$ cat src/rtl/wrr_arb_pkg.sv
// Shared helpers for the weighted round-robin arbiter: weight mapping and index wrap.
package wrr_arb_pkg;

   // A programmed weight of zero still earns one grant per turn.
   function automatic int eff_weight(input int w);
      return (w == 0) ? 1 : w;
   endfunction

   function automatic int next_idx(input int idx, input int n);
      return (idx >= n - 1) ? 0 : idx + 1;
   endfunction

endpackage

$ cat src/rtl/wrr_arb_lock_if.sv
// Requester/downstream bundle of the weighted round-robin arbiter.
interface wrr_arb_lock_if #(
   parameter int NumIn     = 8,
   parameter int DataWidth = 32
);
   localparam int IdxWidth = (NumIn > 1) ? $clog2(NumIn) : 1;

   logic [NumIn-1:0]           req_i;
   logic [NumIn*DataWidth-1:0] data_i;
   logic [NumIn-1:0]           gnt_o;
   logic                       req_o;
   logic                       gnt_i;
   logic [DataWidth-1:0]       data_o;
   logic [IdxWidth-1:0]        idx_o;

   modport master (
      output req_i, data_i, gnt_i,
      input  gnt_o, req_o, data_o, idx_o
   );

   modport slave (
      input  req_i, data_i, gnt_i,
      output gnt_o, req_o, data_o, idx_o
   );
endinterface

$ cat src/rtl/wrr_arb_prio_sel.sv
// Find-first-set over the request vector, starting at ptr and wrapping past NumIn-1.
module wrr_arb_prio_sel
   import wrr_arb_pkg::*;
#(
   parameter int NumIn    = 8,
   parameter int IdxWidth = 3
) (
   input  logic [NumIn-1:0]    req,
   input  logic [IdxWidth-1:0] ptr,
   output logic [IdxWidth-1:0] idx,
   output logic                valid
);
   logic [IdxWidth-1:0] scan_pos;

   always_comb begin
      idx      = '0;
      valid    = 1'b0;
      scan_pos = ptr;
      for (int i = 0; i < NumIn; i++) begin
         if (!valid && req[scan_pos]) begin
            idx   = scan_pos;
            valid = 1'b1;
         end
         scan_pos = IdxWidth'(next_idx(int'(scan_pos), NumIn));
      end
   end
endmodule

$ cat src/rtl/wrr_arb_lock.sv
// Weighted round-robin arbiter with burst credits, lock-in while downstream stalls,
// and optional starvation flags enabled by defining WRR_ARB_STARVE_EN.
module wrr_arb_lock
   import wrr_arb_pkg::*;
#(
   parameter int NumIn       = 8,
   parameter int DataWidth   = 32,
   parameter int WeightWidth = 4,
   parameter int LockIn      = 1,
   parameter int MaxWait     = 64
) (
   input  logic                         clk_i,
   input  logic                         rst_i,
   input  logic                         flush_i,
   input  logic [NumIn*WeightWidth-1:0] weight_i,
   wrr_arb_lock_if.slave                bus,
   output logic [NumIn-1:0]             starve_o
);
   localparam int IdxWidth = (NumIn > 1) ? $clog2(NumIn) : 1;

   typedef struct packed {
      logic [IdxWidth-1:0]    ptr;
      logic [WeightWidth-1:0] cnt;
      logic                   lock;
      logic [IdxWidth-1:0]    lidx;
   } arb_state_t;

   if (NumIn < 1 || MaxWait < 1) begin : g_param_check
      $error("wrr_arb_lock: NumIn and MaxWait must be at least 1");
   end

   arb_state_t             state_reg, state_next;
   logic [WeightWidth-1:0] weight_arr [NumIn];
   logic [DataWidth-1:0]   data_arr [NumIn];
   logic [NumIn-1:0]       gnt_vec;
   logic [IdxWidth-1:0]    scan_idx, win_idx;
   logic                   scan_valid, xfer;
   logic [WeightWidth-1:0] rem;

   genvar gi;
   generate
      for (gi = 0; gi < NumIn; gi++) begin : g_lane
         assign weight_arr[gi] = weight_i[gi*WeightWidth +: WeightWidth];
         assign data_arr[gi]   = bus.data_i[gi*DataWidth +: DataWidth];
         assign gnt_vec[gi]    = scan_valid & bus.gnt_i & (win_idx == IdxWidth'(gi));
      end
   endgenerate

   wrr_arb_prio_sel #(
      .NumIn    (NumIn),
      .IdxWidth (IdxWidth)
   ) u_prio_sel (
      .req   (bus.req_i),
      .ptr   (state_reg.ptr),
      .idx   (scan_idx),
      .valid (scan_valid)
   );

   assign win_idx = state_reg.lock ? state_reg.lidx : scan_idx;
   assign xfer    = scan_valid & bus.gnt_i;

   // Leftover credits only count when the burst owner wins again; anyone else starts fresh.
   assign rem = (win_idx == state_reg.ptr && state_reg.cnt != '0)
              ? state_reg.cnt
              : WeightWidth'(eff_weight(int'(weight_arr[win_idx])));

   assign bus.req_o  = scan_valid;
   assign bus.idx_o  = scan_valid ? win_idx : '0;
   assign bus.data_o = scan_valid ? data_arr[win_idx] : '0;
   assign bus.gnt_o  = gnt_vec;

   always_comb begin
      state_next = state_reg;
      if (xfer) begin
         if (rem > WeightWidth'(1)) begin
            state_next.ptr = win_idx;
            state_next.cnt = rem - WeightWidth'(1);
         end else begin
            state_next.ptr = IdxWidth'(next_idx(int'(win_idx), NumIn));
            state_next.cnt = '0;
         end
         state_next.lock = 1'b0;
      end else if (LockIn != 0 && scan_valid && !state_reg.lock) begin
         state_next.lock = 1'b1;
         state_next.lidx = win_idx;
      end
      if (flush_i) begin
         state_next = '0;
      end
   end

   always_ff @(posedge clk_i) begin
      if (rst_i) begin
         state_reg <= '0;
      end else begin
         state_reg <= state_next;
      end
   end

   lock_holds_req: assert property (@(posedge clk_i) disable iff (rst_i || flush_i)
      state_reg.lock |-> bus.req_i[state_reg.lidx]);

`ifdef WRR_ARB_STARVE_EN
   localparam int WaitWidth = $clog2(MaxWait + 1);

   generate
      for (gi = 0; gi < NumIn; gi++) begin : g_starve
         logic [WaitWidth-1:0] wait_reg;

         always_ff @(posedge clk_i) begin
            if (rst_i || flush_i || !bus.req_i[gi] || gnt_vec[gi]) begin
               wait_reg <= '0;
            end else if (wait_reg != WaitWidth'(MaxWait)) begin
               wait_reg <= wait_reg + WaitWidth'(1);
            end
         end

         assign starve_o[gi] = (wait_reg == WaitWidth'(MaxWait));
      end
   endgenerate
`else
   assign starve_o = '0;
`endif

endmodule
$ cat src/flat_wrapper.sv
// flat-port wrapper written by rule: the top's interface ports become plain ports
module wrr_arb_lock_flat import wrr_arb_pkg::*;
#(
   parameter int NumIn       = 8,
   parameter int DataWidth   = 32,
   parameter int WeightWidth = 4,
   parameter int LockIn      = 1,
   parameter int MaxWait     = 64
)
  (clk_i, rst_i, flush_i, weight_i, starve_o, bus_req_i, bus_data_i, bus_gnt_i, bus_gnt_o, bus_req_o, bus_data_o, bus_idx_o);
  wrr_arb_lock_if #(.NumIn(NumIn), .DataWidth(DataWidth)) bus_i ();
  input  logic clk_i;
  input  logic rst_i;
  input  logic flush_i;
  input  logic [NumIn*WeightWidth-1:0] weight_i;
  output logic [NumIn-1:0] starve_o;
  input wire logic [$bits(bus_i.req_i)-1:0] bus_req_i;
  input wire logic [$bits(bus_i.data_i)-1:0] bus_data_i;
  input wire logic [$bits(bus_i.gnt_i)-1:0] bus_gnt_i;
  output wire logic [$bits(bus_i.gnt_o)-1:0] bus_gnt_o;
  output wire logic [$bits(bus_i.req_o)-1:0] bus_req_o;
  output wire logic [$bits(bus_i.data_o)-1:0] bus_data_o;
  output wire logic [$bits(bus_i.idx_o)-1:0] bus_idx_o;
  assign bus_i.req_i = bus_req_i;
  assign bus_i.data_i = bus_data_i;
  assign bus_i.gnt_i = bus_gnt_i;
  assign bus_gnt_o = bus_i.gnt_o;
  assign bus_req_o = bus_i.req_o;
  assign bus_data_o = bus_i.data_o;
  assign bus_idx_o = bus_i.idx_o;
  wrr_arb_lock #(.NumIn(NumIn), .DataWidth(DataWidth), .WeightWidth(WeightWidth), .LockIn(LockIn), .MaxWait(MaxWait)) u_core (.clk_i(clk_i), .rst_i(rst_i), .flush_i(flush_i), .weight_i(weight_i), .bus(bus_i), .starve_o(starve_o));
endmodule
$ cat config.mk
export PLATFORM = sky130hd
export DESIGN_NAME = wrr_arb_lock_flat
export DESIGN_NICKNAME = d
export VERILOG_FILES = /design/src/rtl/wrr_arb_pkg.sv /design/src/rtl/wrr_arb_lock_if.sv /design/src/rtl/wrr_arb_prio_sel.sv /design/src/rtl/wrr_arb_lock.sv /design/src/flat_wrapper.sv
export SDC_FILE = /design/constraint.sdc
export NUM_CORES = 1
export LEC_CHECK = 0
export BUFFER_PORTS_ARGS = -buffer_cell sky130_fd_sc_hd__buf_2
export CORE_AREA = 2 2 138 140
export CTS_BUF_LIST = sky130_fd_sc_hd__clkbuf_2
export CTS_CLUSTER_DIAMETER = 40
export CTS_CLUSTER_SIZE = 10
export DETAILED_ROUTE_END_ITERATION = 6
export DIE_AREA = 0 0 140 142
export MAX_ROUTING_LAYER = met4
export PLACE_DENSITY = 0.62
export SLEW_MARGIN = 20
export SYNTH_ARGS = -nofsm -noshare
export SYNTH_HDL_FRONTEND = slang
export SYNTH_SLANG_ARGS = --single-unit
$ cat constraint.sdc
create_clock -name clk_i -period 8.6 [get_ports clk_i]
set_input_delay 1.72 -clock clk_i [delete_from_list [all_inputs] [get_ports clk_i]]
set_output_delay 1.72 -clock clk_i [all_outputs]
set_load 0.005 [all_outputs]
## After elaboration in Yosys (flattened, before gate mapping)

Index checks and enable logic that the tools add are counted.

- $add $sub $neg: 9
- Order comparisons: 18
- Equal/unequal tests: 8
- Mux-type cells: 52
- Bitwise logic cells: 11
- Reductions and logical operators: 23

Operator list:

| operator | count |
|---|---|
| $bmux W32 S3 | 1 |
| $mux W32 | 3 |
| $mux W3 | 18 |
| $lt A3 B4 Y1 const B | 8 |
| $add A3 B1 Y3 const B | 8 |
| $bmux W1 S3 | 8 |
| $ge A3 B3 Y1 const B | 8 |
| $mux W1 | 16 |
| $mux W4 | 4 |
| $bmux W4 S3 | 1 |
| $eq A3 B3 Y1 const B | 4 |
| $and A1 B1 Y1 | 9 |
| $logic_and A1 B1 Y1 | 9 |
| $logic_not A1 Y1 | 8 |
| $mux W7 | 1 |
| $eq A3 B2 Y1 const B | 2 |
| $ge A4 B4 Y1 const B | 1 |
| $gt A4 B1 Y1 const B | 1 |
| $logic_not A4 Y1 | 1 |
| $not A3 Y4 | 1 |
| $reduce_bool A4 Y1 | 1 |
| $sub A4 B1 Y4 const B | 1 |
| $eq A3 B1 Y1 const B | 1 |
| $eq A3 B3 Y1 | 1 |
| other kinds (5) | 5 |

- Flip-flop bits (word level): 11
- Bits of input ports: 300
- Output and inout bits: 52
- Word-level logic and storage cells: 125

## Depth between registers and ports, before layout

Gate-level depths: netlist (run 1).

- Depth in word-level cells: 34
- Mapped depth: 32
- Depth with buffers taken out: 29

## By module

From an unflattened synthesis (run 1), not the netlist that was laid out.

- Cells, all modules: 838
- Area total of the unflattened synthesis: 4817.1 um^2

By module, submodules not included:

| module | instances | cells an instance | area an instance (um^2) | seq. area each (um^2) |
|---|---|---|---|---|
| wrr_arb_lock | 1 | 694 | 3567.2 | 220.2 |
| wrr_arb_prio_sel | 1 | 144 | 1249.9 | 0.0 |

## Least setup slack after synthesis (run 1)

Ideal clock, no wire load.

- Kind: register -> output
- Start point: register u_core.state_reg[8] (netlist name)
- End point: output bus_data_o[24]
- Data arrival time: 5.564 ns
- Data required time: 6.880 ns
- Path slack: 1.316 ns
- Cell stages (with the launch flop): 29
- Path buffers: 3
- Cells stage by stage: dfxtp_1 > ha_1 > ha_1 > buf_2 > nand2b_1 > a31o_2 > inv_2 > ha_1 > nor2b_1 > nand2_1 > inv_1 > ha_1 > nand2b_1 > a31o_2 > inv_1 > ha_1 > nor2b_1 > o32ai_1 > a211o_1 > nand3_1 > nor3_2 > a32o_1 > o31ai_4 > inv_4 > clkbuf_1 > buf_1 > mux2i_1 > nand2_1 > a32o_1

- Longest elaborated chain between the ends: 30
- Elaborated cells on any way between the ends: 73
- Classes of those cells: add/sub: 7; order compare: 7; mux: 44; bitwise: 1; reduce/logical: 14

Ends and longest elaborated chain:

| item | line | RTL |
|---|---|---|
| start, declared | wrr_arb_lock.sv:32 | `arb_state_t state_reg, state_next;` |
| start signal, assigned | wrr_arb_lock.sv:96 | `state_reg <= state_next;` |
| parallel branches: the longest is 29 deep, another holds $add A3 B1 Y3 | - |  |
| $mux W32 (*) | wrr_arb_lock.sv:69 | `assign bus.data_o = scan_valid ? data_arr[win_idx] : '0;` |
| end, declared | flat_wrapper.sv:22 | `output wire logic [$bits(bus_i.data_o)-1:0] bus_data_o;` |

Every way passes the cells marked *. The select of a mux whose other input is x is not followed.

## Worst setup path after layout (run 1)

- Start point: register u_core.state_reg[8] (netlist name)
- End point: output bus_data_o[13]

The elaborated chain is that of the path after synthesis.

==> metrics, run 1 <==
status finished with violations; violated checks design-rule violations; Max Fclk 123.0 MHz; drt via density 5.323; critical path's largest stage delay 0.37 ns; clk buf depth 2; Clk Tree Root Cell clkbuf_2; VDD IR-drop max 163.4 uV; CTS tree built; share of cells above drive strength 1 41.67%; post-synth top area share 26.12%; Req. time, crit path 6.88 ns; clock slew at the register clock pins of the worst setup and hold paths 0.11 ns; flops & latches, synth 11; Finished Cell Area 6839 sq um; post-placement setup slack 0.8677 ns; Crit. End Element primary output; worst r2r path cells 28; total gr overflow 0; Mapped Avg Cell Area 7.363 sq um; cts repair resizes 0; gr usage total 23.07%; Clock Sinks 11; I/O Buffers 343; Unique masters post-synth 77; Arr. time, crit path 6.41 ns; global-route wire length before repair 35.13 mm; initial antenna violation count 8; die area 19,880 sq um; fill cell count 1,987; area grow syn2layout 40.51%; Util after Layout 37.06%; max reg flops 11; PwrDens 351.4 nW/um^2; row count 50; slack of the critical path 0.4730 ns; H-tree Lvls 1; Mapped Cells 661; Max Cap Violations 0; Hold-fix buffers, CTS 0; register area 220.2 sq um; postcts setup bufs 0; io pins 352; Total Routed Length 23.87 mm; multi-input logic area 4289 sq um; Final Power 2.403 mW; Synth Flop Type dfxtp_1; Final nets 1,288; Post-synth EDFFs 0; Hold Fails Final Rpt 0; fin crit period 8.127 ns; CORE AREA 18,460 sq um; Hold Path Class reg2reg; DP HPWL 19.86 mm; CTS Buf Count 3; cell taking the most area after synthesis mux2i_1; FFs w/ async S/R, synth 0%; Ys Warns 0; WHS Path Cells 2; first-pass iteration count of the detailed router 7; Top cell by count, worst path ha_1; clk_lat worst skew 0.27 ns; ANT nets after route 0; mapped cell area 4867 sq um; Max Clock Skew 0.003289 ns; CP max-delay cell inv_6; final number of max-transition violations 0; Residual DRC 2; Worst Path Max Fanout 48; final critical-path share of the clock period 94.50%; most frequent cells in the layout 343 x buf_2, 127 x mux2i_1, 84 x nand2_1; critical path type reg2out; die span in x 140 um; synth top area cells mux2i_1 26%, a32o_1 6.8%, nand2_1 6.5%, a211oi_1 5.9%, a21oi_1 5.0%; Leak 3.322 nW; Setup Viol. Count Final 0; DR iter-0 viols 373; chip height 142 um; Initial Util 26.37%; total number of vias 6,462; Post-DP Area 6799 sq um; vias in the first global route 6,046; commonest non-fill, non-tap cell in the layout buf_2; drt wl/cell 19.66 um; register area share after synthesis 4.524%; pin count of the biggest net entering global routing 55; Slew @ Worst Pin 0.8873 ns; CP Launch Type register; Final GP Congestion 0.9512; RSZ-0062 raised after global routing true; Rel. slew slack 40.71%
[cells by family after synthesis]
family                     after synthesis  share of synthesized area [%]
AOI/OAI and AO/OA                      195                          29.79
xor gates and xnor gates                 5                         0.8997
adders and majority gates               15                          3.856
buffers and inverters                   81                          8.226
DFF                                     11                          4.524
muxes                                  142                          30.41
other                                    1                        0.07705
and+or+nand+nor                        211                          22.21
[power breakdown]
part	internal, mW	switching [mW]
Sequential	0.0601	0.0112
Clock	0.0123	0.0190
Combinational	1.00	1.30
[per-layer routing]
layer | wire (um) | vias to the layer above | global-route usage (%)
li1 | - | 3140 | -
met1 | 10150 | 3003 | 30.53
met2 | 11410 | 292 | 37.31
met3 | 1840 | 27 | 3.903
met4 | 461 | 0 | 4.678
met5 | 0 | - | -
[critical path: cells and delay by family, from the launching register on]
kind,cells,cell delay (ns)
AO/OA/AOI/OAI,8,1.87
buffers and inverters,6,1.15
adder cells (fa/ha/maj),5,1.33
multiplexers,1,0.36
AND/OR/NAND/NOR,7,1.03
flip-flops,1,0.33
[Yosys cell counts, types with 8 or more instances]
| cell | count |
|---|---|
| mux2i_1 | 127 |
| nand2_1 | 84 |
| a21oi_1 | 49 |
| a211oi_1 | 38 |
| and2_1 | 36 |
| a32o_1 | 33 |
| clkbuf_1 | 29 |
| nor2_1 | 25 |
| ha_1 | 15 |
| buf_2 | 13 |
| inv_1 | 13 |
| o21ai_0 | 12 |
| dfxtp_1 | 11 |
| nor3_1 | 11 |
| mux2_2 | 10 |
| and3_1 | 9 |
| a31oi_1 | 8 |
| buf_1 | 8 |
| buf_4 | 8 |
[worst paths after layout]
| path | startpoint | endpoint | slack [ns] |
|---|---|---|---|
| max reg2reg | u_core.state_reg[8] | u_core.state_reg[9] | 1.95 |
| min reg2reg | u_core.state_reg[7] | u_core.state_reg[7] | 0.48 |
| max | u_core.state_reg[8] | bus_data_o[13] | 0.47 |
| min | u_core.state_reg[7] | u_core.state_reg[7] | 0.48 |
[final cells by class]
class                      count  area share (%)
multi-input combinational    576           62.71
timing repair buffer         364           28.14
tap                          234           4.281
sequential                    11           3.220
inverter                      17           1.061
clock buffer                   4          0.2927
antenna                        8          0.2927
[stage by stage]
step	hold slack [ns]	instances	TNS (ns)
3_5_place_dp	0.4642	1202	0
2_1_floorplan	0.4446	668	0
3_3_place_gp	0.4647	1202	0
4_1_cts	0.4809	1206	0
5_1_grt	0.5059	1214	-0.03424
6_report	0.4799	1214	0
No activity file was read; power rests on OpenSTA's default activity.
==> run 2, diff against run 1 <==
==> constraint.sdc (replaced) <==
create_clock -name clk_i -period 8.6 [get_ports clk_i]
set_input_delay 0 -clock clk_i [delete_from_list [all_inputs] [get_ports clk_i]]
set_output_delay 0 -clock clk_i [all_outputs]
set_load 0.005 [all_outputs]
==> run 2 against run 1 <==
Effect of this change:
- the run still ends with design-rule violations left
- routed wire length is 1.4% lower
- flip-flop and latch count is the same
- cell count is 0.66% lower
- total power down 3.4%
- largest power group unchanged
==> metrics, run 2 (synthesized netlist as in run 1, its figures left out) <==
Hold-fix buffers, CTS 0; io pins 352; setup_tns 0 ns; worst r2r dst u_core.state_reg[9]; max reg flops 11; area grow syn2layout 38.15%; Top cell by count, worst path ha_1; CTS Buf Count 3; vias in the first global route 5,781; Initial Util 26.37%; DP HPWL 19.59 mm; die area 19,880 sq um; worst r2r path cells 30; critical path type reg2out; critical path's largest stage delay 0.63 ns; clk buf depth 2; total gr overflow 0; Clock Sinks 11; final critical-path share of the clock period 82.94%; ANT nets after route 0; DR iter-0 viols 374; Arr. time, crit path 7.13 ns; clk_lat worst skew 0.26 ns; CORE AREA 18,460 sq um; Slew @ Worst Pin 0.8874 ns; Leak 3.261 nW; RR Startpoint u_core.state_reg[9]; Hold Path Class in2reg; Max Clock Skew 0.002344 ns; share of cells above drive strength 1 41.12%; flop2flop setup slack 1.47 ns; first-pass iteration count of the detailed router 7; VDD IR-drop max 151.7 uV; violated checks design-rule violations; postcts setup bufs 0; cts repair resizes 0; chip height 142 um; global-route wire length before repair 33.72 mm; pin count of the biggest net entering global routing 61; I/O Buffers 343; PwrDens 345.1 nW/um^2; Final GP Congestion 0.9355; Final nets 1,279; Max Fclk 140.2 MHz; fill cell count 1,965; Rel. slew slack 40.84%; Total Routed Length 23.54 mm; total number of vias 6,414; fin crit period 7.133 ns; drt via density 5.318; CP max-delay cell buf_4; Hold Fails Final Rpt 0; die span in x 140 um; status finished with violations; Post-DP Area 6681 sq um; drt wl/cell 19.52 um; crit path from u_core.state_reg[9]; Crit. End Element primary output; most frequent cells in the layout 343 x buf_2, 127 x mux2i_1, 84 x nand2_1; Max Cap Violations 0; row count 50; slack of the critical path 1.467 ns; Req. time, crit path 8.60 ns; Clk Tree Root Cell clkbuf_2; gr usage total 22.38%; final number of max-transition violations 0; commonest non-fill, non-tap cell in the layout buf_2; initial antenna violation count 9; Worst Path Max Fanout 60; Setup Viol. Count Final 0; H-tree Lvls 1; post-placement setup slack 1.575 ns; CTS tree built; end point of the critical path bus_data_o[14]; CP Launch Type register; Residual DRC 4; RSZ-0062 raised after global routing false; clock slew at the register clock pins of the worst setup and hold paths 0.11 ns; Hold Slack 0.1120 ns; Finished Cell Area 6724 sq um
[run 2: cell count changes in the layout (fill, tap and decap cells not counted)]
cell | before | now
buf_12 | 4 | 0
buf_4 | 17 | 12
diode_2 | 8 | 9
[run 2: worst min-delay path by stage]
stage | cells after the start | start | to
final | 3 | rst_i | u_core.state_reg[10]
after global routing | 3 | flush_i | u_core.state_reg[7]
after CTS | 3 | rst_i | u_core.state_reg[10]
after detailed placement | 3 | rst_i | u_core.state_reg[10]
after global placement | 3 | rst_i | u_core.state_reg[10]
after floorplan | 1 | bus_gnt_i | bus_gnt_o[4]
[run 2: worst max-delay path: cells and delay by family (launching register included)]
kind | cells | cell delay [ns]
and+or+nand+nor | 7 | 1.11
AOI/OAI and AO/OA | 8 | 1.92
adders and majority gates | 5 | 1.18
muxes | 1 | 0.33
DFF | 1 | 0.31
buffers and inverters | 8 | 1.93
[run 2: metrics by stage]
step / std cells / utilization [%] / total power, mW
finish: 1206 / 36.43 / 2.320
global route: 1205 / 36.42 / 2.513
CTS: 1197 / 36.31 / 2.313
detailed placement: 1193 / 36.20 / 2.275
global placement: 1193 / 36.20 / 2.279
floorplan: 668 / - / 1.645
[run 2: layout make-up]
type | instances | area [sq um] | share of cell area [%]
diodes | 9 | 22.52 | 0.3349
multi-input cells | 576 | 4289 | 63.79
flip-flops and latches | 11 | 220.2 | 3.275
well taps | 234 | 292.8 | 4.354
inverters | 17 | 72.57 | 1.079
clock buffers | 4 | 20.02 | 0.2977
repair buffers | 355 | 1807 | 26.87
[run 2: layer usage]
metal / wire length, um / track usage, %
met1: 10190 / 29.91
met2: 11500 / 37.44
met3: 1566 / 2.894
met4: 271 / 2.658
met5: 0 / -
[run 2: power by group]
group	switching [mW]	internal, mW	leakage [nW]
combinational	1.28	0.938	3.15
clock	0.0172	0.0123	0.0167
sequential	0.0124	0.0601	0.0897
==> run 3, diff against run 2 <==
- ABC_AREA: not set -> 1
- CORE_AREA: 2 2 138 140 -> 2 2 136 138
- DIE_AREA: 0 0 140 142 -> 0 0 138 140
- PLACE_DENSITY: 0.62 -> 0.63
- clock period: 8.6 -> 7 ns (I/O delays scaled with it)
==> run 3 against run 2 <==
Effect of this change:
- the run now ends clean
- clock skew increased by 0.0092 ns
- worst hold slack got worse by 0.076 ns
- area after synthesis decreased by 3.0%
- worst setup slack got worse by 0.85 ns
- register-to-register slack got worse by 0.58 ns
- sequential share of layout area increased by 0.10 points
- non-clock buffer count increased by 1
- cell count increased by 17%
- synthesized cell count increased by 32%
- cell area decreased by 3.0%
- count of clock-buffer cells in the layout decreased by 1
- critical path type unchanged
- largest cell class unchanged
==> metrics, run 3 <==
status finished clean; Most Crowded Layer GR met2; mapped cell area 4722 sq um; ANT nets after route 0; total gr overflow 0; fin crit period 6.386 ns; die span in x 138 um; postcts setup bufs 0; CTS Buf Count 3; I/O Buffers 343; met1 Usage GRT 30.77%; initial antenna violation count 12; DP HPWL 19.89 mm; DR iter-0 viols 596; io pins 352; Slew @ Worst Pin 0.7223 ns; setup_tns 0 ns; flops & latches, synth 11; Hold-fix buffers, CTS 0; critical path type reg2out; Clock Sinks 11; register area share after synthesis 4.663%; max reg flops 11; clk buf depth 2; FFs w/ async S/R, synth 0%; total number of vias 7,141; pin count of the biggest net entering global routing 147; Setup Viol. Count Final 0; Initial Util 26.56%; first-pass iteration count of the detailed router 7; chip height 140 um; Residual DRC 0; final critical-path share of the clock period 91.22%; Synth Flop Type dfxtp_1; Mapped Cells 874; synth top area cells nand2_1 27%, a32o_1 12%, nand3_1 8.9%, a21oi_1 6.4%, inv_1 5.1%; cts repair resizes 0; Util after Layout 36.67%; global-route wire length before repair 36.04 mm; cell taking the most area after synthesis nand2_1; Max Clock Skew 0.01154 ns; CTS tree built; hold_sp rst_i; synth cell count leaders 336 x nand2_1, 84 x nand3_1, 64 x inv_1; Clk Tree Root Cell clkbuf_2; final number of max-transition violations 0; RSZ-0062 raised after global routing false; crit path from u_core.state_reg[8]; critical path's largest stage delay 0.73 ns; Worst Path Max Fanout 68; row count 49; Max Cap Violations 0; CORE AREA 17,780 sq um; Ys Warns 0; Total Routed Length 24.19 mm; clk_lat worst skew 0.27 ns; top-count cell post-synth nand2_1; CP Launch Type register; RR Startpoint u_core.state_reg[8]; vias in the first global route 6,592; share of cells above drive strength 1 35.60%; gr usage total 24.00%; Arr. time, crit path 6.39 ns; Post-synth EDFFs 0; post-synth top area share 26.71%; area grow syn2layout 38.08%; Unique masters post-synth 40; drt wl/cell 17.10 um; CP max-delay cell dfxtp_1; Mapped Avg Cell Area 5.403 sq um; Max Fclk 156.6 MHz; most frequent cells in the layout 343 x buf_2, 336 x nand2_1, 84 x nand3_1; Final GP Congestion 0.9528; H-tree Lvls 1; drt via density 5.047; Crit. End Element primary output; Hold Fails Final Rpt 0; met3 usage 4.137%; Req. time, crit path 7.00 ns; M2 GR Usage 39.03%; commonest non-fill, non-tap cell in the layout buf_2; Final nets 1,490; die area 19,320 sq um; Hold Path Class in2reg; Rel. slew slack 51.85%; clock slew at the register clock pins of the worst setup and hold paths 0.12 ns
## run 3: path summary, 6_finish.rpt
check                   endpoint  slack [ns]  depth (start not counted)
max               bus_data_o[16]        0.61                         33
min          u_core.state_reg[1]        0.04                          4
max reg2reg  u_core.state_reg[6]        0.89                         39
min reg2reg  u_core.state_reg[6]        0.46                          2
## run 3: layer usage
| metal | part of all wire, % | vias to the layer above | wire (um) |
|---|---|---|---|
| met3 | 8.5 | 34 | 2048 |
| met1 | 42 | 3187 | 10140 |
| met5 | 0 | - | 0 |
| li1 | - | 3581 | - |
| met4 | 2.4 | 0 | 588 |
| met2 | 47 | 339 | 11410 |
## run 3: cell type report
type                    instances  area [sq um]
repair buffers                356          1839
clock inverters                 1         5.005
diodes                         12         30.03
flip-flops and latches         11         220.2
multi-input cells             728          3837
well taps                     229         286.5
fillers                      2067         11260
clock buffers                   3         15.01
inverters                      75         286.5
## run 3: logic make-up (layout without fill, tap and decap cells)
family                     after synthesis  in the layout  synth area share, %
AOI/OAI and AO/OA                      188            188                27.77
other                                    1             20              0.07942
DFF                                     11             11                4.663
and+or+nand+nor                        517            517                48.68
buffers and inverters                  142            435                14.84
adders and majority gates               15             15                3.975
## run 3: stage by stage
step	setup WS (ns)	hold slack (ns)	cell area (sq um)	instances
after global placement	1.141	0.3392	6470	1399
after CTS	0.6725	0.04319	6490	1403
after global routing	0.03415	0.05807	6513	1412
after detailed placement	0.9906	0.3474	6470	1399
final	0.6143	0.03640	6520	1415
after floorplan	1.956	0.1877	4748	881
## run 3: worst max-delay path: cells and delay by family, from the launching register on
| kind | cells | cell delay (ns) |
|---|---|---|
| AO/OA/AOI/OAI | 2 | 0.55 |
| adder cells (fa/ha/maj) | 5 | 1.20 |
| buffers and inverters | 10 | 1.68 |
| flip-flops | 1 | 0.73 |
| AND/OR/NAND/NOR | 16 | 1.87 |
Power of run 3 is left out: the tool's default activity adds up to more than one toggle a clock period on the data nets, which glitch-free logic cannot reach.
